`config.mk`:
```
export PLATFORM = sky130hd
export DESIGN_NAME = dmem_arbiter
export DESIGN_NICKNAME = d
export VERILOG_FILES = /design/src/rtl/dmem_arbiter.sv
export SDC_FILE = /design/constraint.sdc
export NUM_CORES = 1
export LEC_CHECK = 0
export CORE_UTILIZATION = 31
export CTS_BUF_LIST = sky130_fd_sc_hd__clkbuf_8 sky130_fd_sc_hd__clkbuf_16
export CTS_CLUSTER_DIAMETER = 120
export DETAILED_ROUTE_END_ITERATION = 12
export PLACE_DENSITY = 0.61
export SYNTH_ARGS = -nofsm -noshare
export SYNTH_HDL_FRONTEND = slang
export SYNTH_SLANG_ARGS = --single-unit
```
`constraint.sdc`:
```
create_clock -name clk -period 2 [get_ports clk]
set_input_delay 0.6 -clock clk [delete_from_list [all_inputs] [get_ports clk]]
set_output_delay 0.6 -clock clk [all_outputs]
set_load 0.05 [all_outputs]
```
`src/rtl/dmem_arbiter.sv`:
```
// dmem_arbiter: two-port round-robin arbiter in front of the word-aligned data memory.
// Port 0 is the CPU load/store unit and port 1 is the debug/DMA loader.
// An access takes one IDLE cycle to arbitrate and latch the request, then one ACCESS
// cycle that drives the memory from registered state. Read data returns one cycle later.
// Optional build macro DMEM_ARB_ALIGN_CHECK_EN: misaligned accesses are granted but
// suppressed at the memory, flagged with m<n>_err, and misaligned reads return zero.

module dmem_arbiter #(
  parameter int ADDR_W = 32,
  parameter int DATA_W = 32,
  parameter int CNT_W  = 16
) (
  input  logic              clk,
  input  logic              rst_n,

  input  logic              m0_req,
  input  logic              m0_we,
  input  logic [ADDR_W-1:0] m0_addr,
  input  logic [DATA_W-1:0] m0_wdata,
  output logic              m0_gnt,
  output logic              m0_rvalid,
  output logic [DATA_W-1:0] m0_rdata,
  output logic              m0_err,

  input  logic              m1_req,
  input  logic              m1_we,
  input  logic [ADDR_W-1:0] m1_addr,
  input  logic [DATA_W-1:0] m1_wdata,
  output logic              m1_gnt,
  output logic              m1_rvalid,
  output logic [DATA_W-1:0] m1_rdata,
  output logic              m1_err,

  output logic [ADDR_W-1:0] mem_access_addr,
  output logic [DATA_W-1:0] mem_in,
  output logic              mem_write_en,
  output logic              mem_read_en,
  input  logic [DATA_W-1:0] mem_out,

  output logic [CNT_W-1:0]  conflict_cnt
);

  typedef enum logic {
    IDLE   = 1'b0,
    ACCESS = 1'b1
  } state_t;

  state_t            state;
  state_t            state_nxt;

  // Winner of the most recent arbitration; resets to 1 so port 0 wins the first tie.
  logic              last_grant;

  // Request captured in IDLE and replayed to memory during ACCESS.
  logic              sel_q;
  logic              we_q;
  logic [ADDR_W-1:0] addr_q;
  logic [DATA_W-1:0] wdata_q;

  logic              take;
  logic              sel_nxt;
  logic              in_access;
  logic              misaligned;
  logic              rd_fire;
  logic [DATA_W-1:0] rd_data;

`ifdef DMEM_ARB_ALIGN_CHECK_EN
  assign misaligned = (addr_q[1:0] != 2'b00);
`else
  assign misaligned = 1'b0;
`endif

  // State register: IDLE after reset, otherwise follow the next-state logic.
  always_ff @(posedge clk or negedge rst_n) begin
    if (!rst_n) begin
      state <= IDLE;
    end else begin
      state <= state_nxt;
    end
  end

  // Arbitration and sequencing: pick a winner in IDLE, always leave ACCESS after one cycle.
  always_comb begin
    state_nxt = state;
    sel_nxt   = sel_q;
    take      = 1'b0;
    case (state)
      IDLE: begin
        if (m0_req || m1_req) begin
          take      = 1'b1;
          sel_nxt   = (m0_req && m1_req) ? ~last_grant : m1_req;
          state_nxt = ACCESS;
        end
      end
      ACCESS: begin
        state_nxt = IDLE;
      end
      default: begin
        state_nxt = IDLE;
      end
    endcase
  end

  // Memory strobes, grants and error pulses come only from registered state.
  always_comb begin
    in_access       = (state == ACCESS);
    mem_access_addr = addr_q;
    mem_in          = wdata_q;
    mem_write_en    = in_access & we_q & ~misaligned;
    mem_read_en     = in_access & ~we_q & ~misaligned;
    m0_gnt          = in_access & ~sel_q;
    m1_gnt          = in_access & sel_q;
    m0_err          = in_access & ~sel_q & misaligned;
    m1_err          = in_access & sel_q & misaligned;
    rd_fire         = in_access & ~we_q;
    rd_data         = misaligned ? '0 : mem_out;
  end

  // Latch the winning request and remember who won for the next tie.
  always_ff @(posedge clk or negedge rst_n) begin
    if (!rst_n) begin
      last_grant <= 1'b1;
      sel_q      <= 1'b0;
      we_q       <= 1'b0;
      addr_q     <= '0;
      wdata_q    <= '0;
    end else if (take) begin
      last_grant <= sel_nxt;
      sel_q      <= sel_nxt;
      we_q       <= sel_nxt ? m1_we    : m0_we;
      addr_q     <= sel_nxt ? m1_addr  : m0_addr;
      wdata_q    <= sel_nxt ? m1_wdata : m0_wdata;
    end
  end

  // Read response: capture memory data at the end of ACCESS and pulse rvalid for one cycle.
  always_ff @(posedge clk or negedge rst_n) begin
    if (!rst_n) begin
      m0_rvalid <= 1'b0;
      m1_rvalid <= 1'b0;
      m0_rdata  <= '0;
      m1_rdata  <= '0;
    end else begin
      m0_rvalid <= rd_fire & ~sel_q;
      m1_rvalid <= rd_fire & sel_q;
      if (rd_fire && !sel_q) begin
        m0_rdata <= rd_data;
      end
      if (rd_fire && sel_q) begin
        m1_rdata <= rd_data;
      end
    end
  end

  // Saturating count of IDLE cycles in which both ports were requesting.
  always_ff @(posedge clk or negedge rst_n) begin
    if (!rst_n) begin
      conflict_cnt <= '0;
    end else if ((state == IDLE) && m0_req && m1_req && (conflict_cnt != '1)) begin
      conflict_cnt <= conflict_cnt + CNT_W'(1);
    end
  end

endmodule

```
==> results.json <==
{
  "yosys_warnings": 0,
  "use_met1": 0.195,
  "grt_setup_unrepaired": "no",
  "portBuffers": 315,
  "finalNetCount": 1002,
  "gp_congestion": 0.785,
  "synth-edff-count": 0,
  "synth_seq_cells": 150,
  "setup_viol": 0,
  "fmax_ghz": 0.539,
  "synthArstFlopShare": 1.00,
  "seq_area_frac_synth": 0.591,
  "synth_most_common_cell": "dfrtp_1",
  "die_h_um": 145,
  "cts_resized": 0,
  "swShare": 0.449,
  "status": "complete, no violations",
  "wl_per_cell_um": 15.5,
  "place_inst": 1086,
  "post_drt_via_cell_ratio": 4.51,
  "cts_tree": "done",
  "path_delay_family": "flip-flops",
  "drive_gt1_frac": 0.333,
  "dr_total_vias": 5047,
  "met2_usage": 0.303,
  "numCtsBuffers": 17,
  "synth_common_cells": "dfrtp_1, nand2_1, mux2_2, mux2i_1, o21ai_0",
  "wl_mm": 17.4,
  "first_iter_violations": 89,
  "drv_slew": 0,
  "peakVddDrop_mv": 0.535,
  "p_leak_nw": 4.55,
  "path_max_fanout": 7,
  "synthTopCellsByArea": "dfrtp_1, mux2_2, mux2i_1",
  "first_global_vias": 5423,
  "crit_path_top_delay_cell": "dfrtp_1",
  "syn_area_per_cell_um2": 12.6,
  "max-cap-violations": 0,
  "pwr-share-comb": 0.486,
  "busiest_layer": "met2",
  "area_growth_syn_to_layout_pct": 61.2,
  "path_buf_inv": 1,
  "crit_type": "flip-flop to output port",
  "grtUsageTotal": 0.174,
  "end_kind": "output port",
  "fin_skew_ns": 0.0120,
  "ant_nets": 0,
  "clock_path_buffers": 2,
  "hold_buffers": 0,
  "worst_skew_pair.late_latency_ns": 0.41,
  "fin_tns_setup_ns": 0,
  "cp-start-kind": "flip-flop",
  "fin_crit_sh": 0.928,
  "synthFlopType": "dfrtp_1",
  "clk_pin_slew_ns": 0.07,
  "io_pins": 318,
  "synthCells": 505,
  "power_density_nw_per_um2": 1460,
  "stdcell_count": 1118,
  "netSwitchingPower_mw": 6.71,
  "num_rows": 52,
  "synth_top_area_frac": 0.587,
  "diodes": 0,
  "drc": 0,
  "grt_pass1_wl_mm": 28.7,
  "final_util": 0.508,
  "ys_types": 33,
  "max_stage_delay_ns": 0.42,
  "die_area_um2": 21100,
  "p_clk_frac": 0.207,
  "coreArea_um2": 20200,
  "antenna_found_initial": 0,
  "h-tree-depth": 4,
  "postCtsSetupBuffers": 0,
  "grt-ovfl-total": 0,
  "cp.arrival_ns": 1.26,
  "hold_viol": 0,
  "first_pass_iters": 4,
  "cellInternalPower_mw": 8.24,
  "start_util": 0.315,
  "cp_cell_sequence": "nor2b_2 > buf_12",
  "synth_area_um2": 6360,
  "grt_max_degree": 55,
  "power_frac_seq": 0.308,
  "synth_top_area_cell": "dfrtp_1",
  "place_hpwl_mm": 13.4,
  "hold_class": "input pin to asynchronous set/reset pin",
  "die_width_um": 145,
  "clock_sinks": 150,
  "root_buffer": "clkbuf_16",
  "met3_usage": 0.0522,
  "period_needed_ns": 1.86,
  "worst_ep_required_time_ns": 1.40
}
[final timing paths]
| check | slack (ns) | endpoint | from | cells after the start |
|---|---|---|---|---|
| worst max-delay path | 0.14 | mem_read_en | in_access$_DFF_PN0_ | 2 |
| worst min-delay path | 0.11 | conflict_cnt[1]$_DFFE_PN0P_ | rst_n | 1 |
| worst max register to register | 0.22 | conflict_cnt[6]$_DFFE_PN0P_ | conflict_cnt[0]$_DFFE_PN0P_ | 6 |
| worst min register to register | 0.48 | mem_access_addr[27]$_DFFE_PN0P_ | mem_access_addr[27]$_DFFE_PN0P_ | 2 |
| max in group asynchronous | 1.27 | last_grant$_DFFE_PN1P_ | rst_n | 2 |
| min in group clk | 0.48 | mem_access_addr[27]$_DFFE_PN0P_ | mem_access_addr[27]$_DFFE_PN0P_ | 2 |
[worst reg2reg max path, stage by stage, from the launching register on]
cell,delay [ns]
dfrtp_1,0.44
ha_1,0.25
and4_1,0.24
a41oi_2,0.30
buf_4,0.18
nand3_1,0.11
xnor2_1,0.15
[registers in the layout (all words and copies together) (netlist names)]
register         flops
last_grant           1
conflict_cnt        16
m1_rdata            32
mem_access_addr     32
m0_rvalid            1
m1_rvalid            1
we_q                 1
sel_q                1
m0_rdata            32
in_access            1
mem_in              32
[final cells by class]
cell class                      count  area, µm²
Fill cell                        1843       9930
Sequential cell                   150       3750
Timing Repair Buffer              342       3180
Multi-Input combinational cell    320       2380
Clock buffer                       17        425
Tap cell                          270        338
Clock inverter                     15        146
Inverter                            4       15.0
[through the flow]
stage               area, µm²  power [mW]  setup slack (ns)  hold WS, ns
global route            10200        15.6            0.0543        0.133
detailed placement       9670        12.0            -0.186        0.472
finish                  10200        15.0             0.145        0.111
global placement         9670        11.9            -0.144        0.467
floorplan                6360        9.35            0.0551        0.304
CTS                     10200        15.1             0.106        0.111
[per-layer routing]
layer	up-vias	share of wire
met4	0	0.027
met2	196	0.51
li1	2408	-
met1	2416	0.40
met3	27	0.071
met5	-	0
[logic make-up (layout without fill, tap and decap cells)]
logic type                 count (synthesis)  after routing  share of synthesized area
buffers and inverters                     36            378                     0.0366
and+or+nand+nor                          103            103                     0.0752
adders and majority gates                  1              1                    0.00197
DFF                                      150            150                      0.591
other                                      1              2                   0.000590
muxes                                    130            130                      0.218
AOI/OAI and AO/OA                         69             69                     0.0567
xor gates and xnor gates                  15             15                     0.0207
[placed cells by master, fill, tap and decap left out, types with 3 or more instances in the layout]
| cell | count |
|---|---|
| and3_1 | 3 |
| mux2i_1 | 65 |
| buf_12 | 16 |
| xnor2_1 | 14 |
| dfrtp_1 | 149 |
| o21ai_0 | 37 |
| and2_1 | 3 |
| mux2_2 | 65 |
| nand3_1 | 5 |
| inv_8 | 3 |
| inv_1 | 4 |
| clkbuf_16 | 17 |
| o21ai_1 | 28 |
| and4_1 | 3 |
| inv_6 | 3 |
| buf_4 | 161 |
| clkinv_2 | 3 |
| nand2_1 | 72 |
| clkdlybuf4s50_1 | 164 |
| clkinv_4 | 3 |
| nand4_1 | 7 |
[power by group through the flow]
stage | Combinational, mW | Clock (mW) | Sequential (mW)
final | 7.26 | 3.09 | 4.60
after global routing | 7.57 | 3.32 | 4.75
after CTS | 7.34 | 3.20 | 4.61
after detailed placement | 7.33 | 0 | 4.66
after global placement | 7.27 | 0 | 4.61
after floorplan | 1.30 | 0 | 8.05
Note: power is estimated with default switching activity, not from simulation.
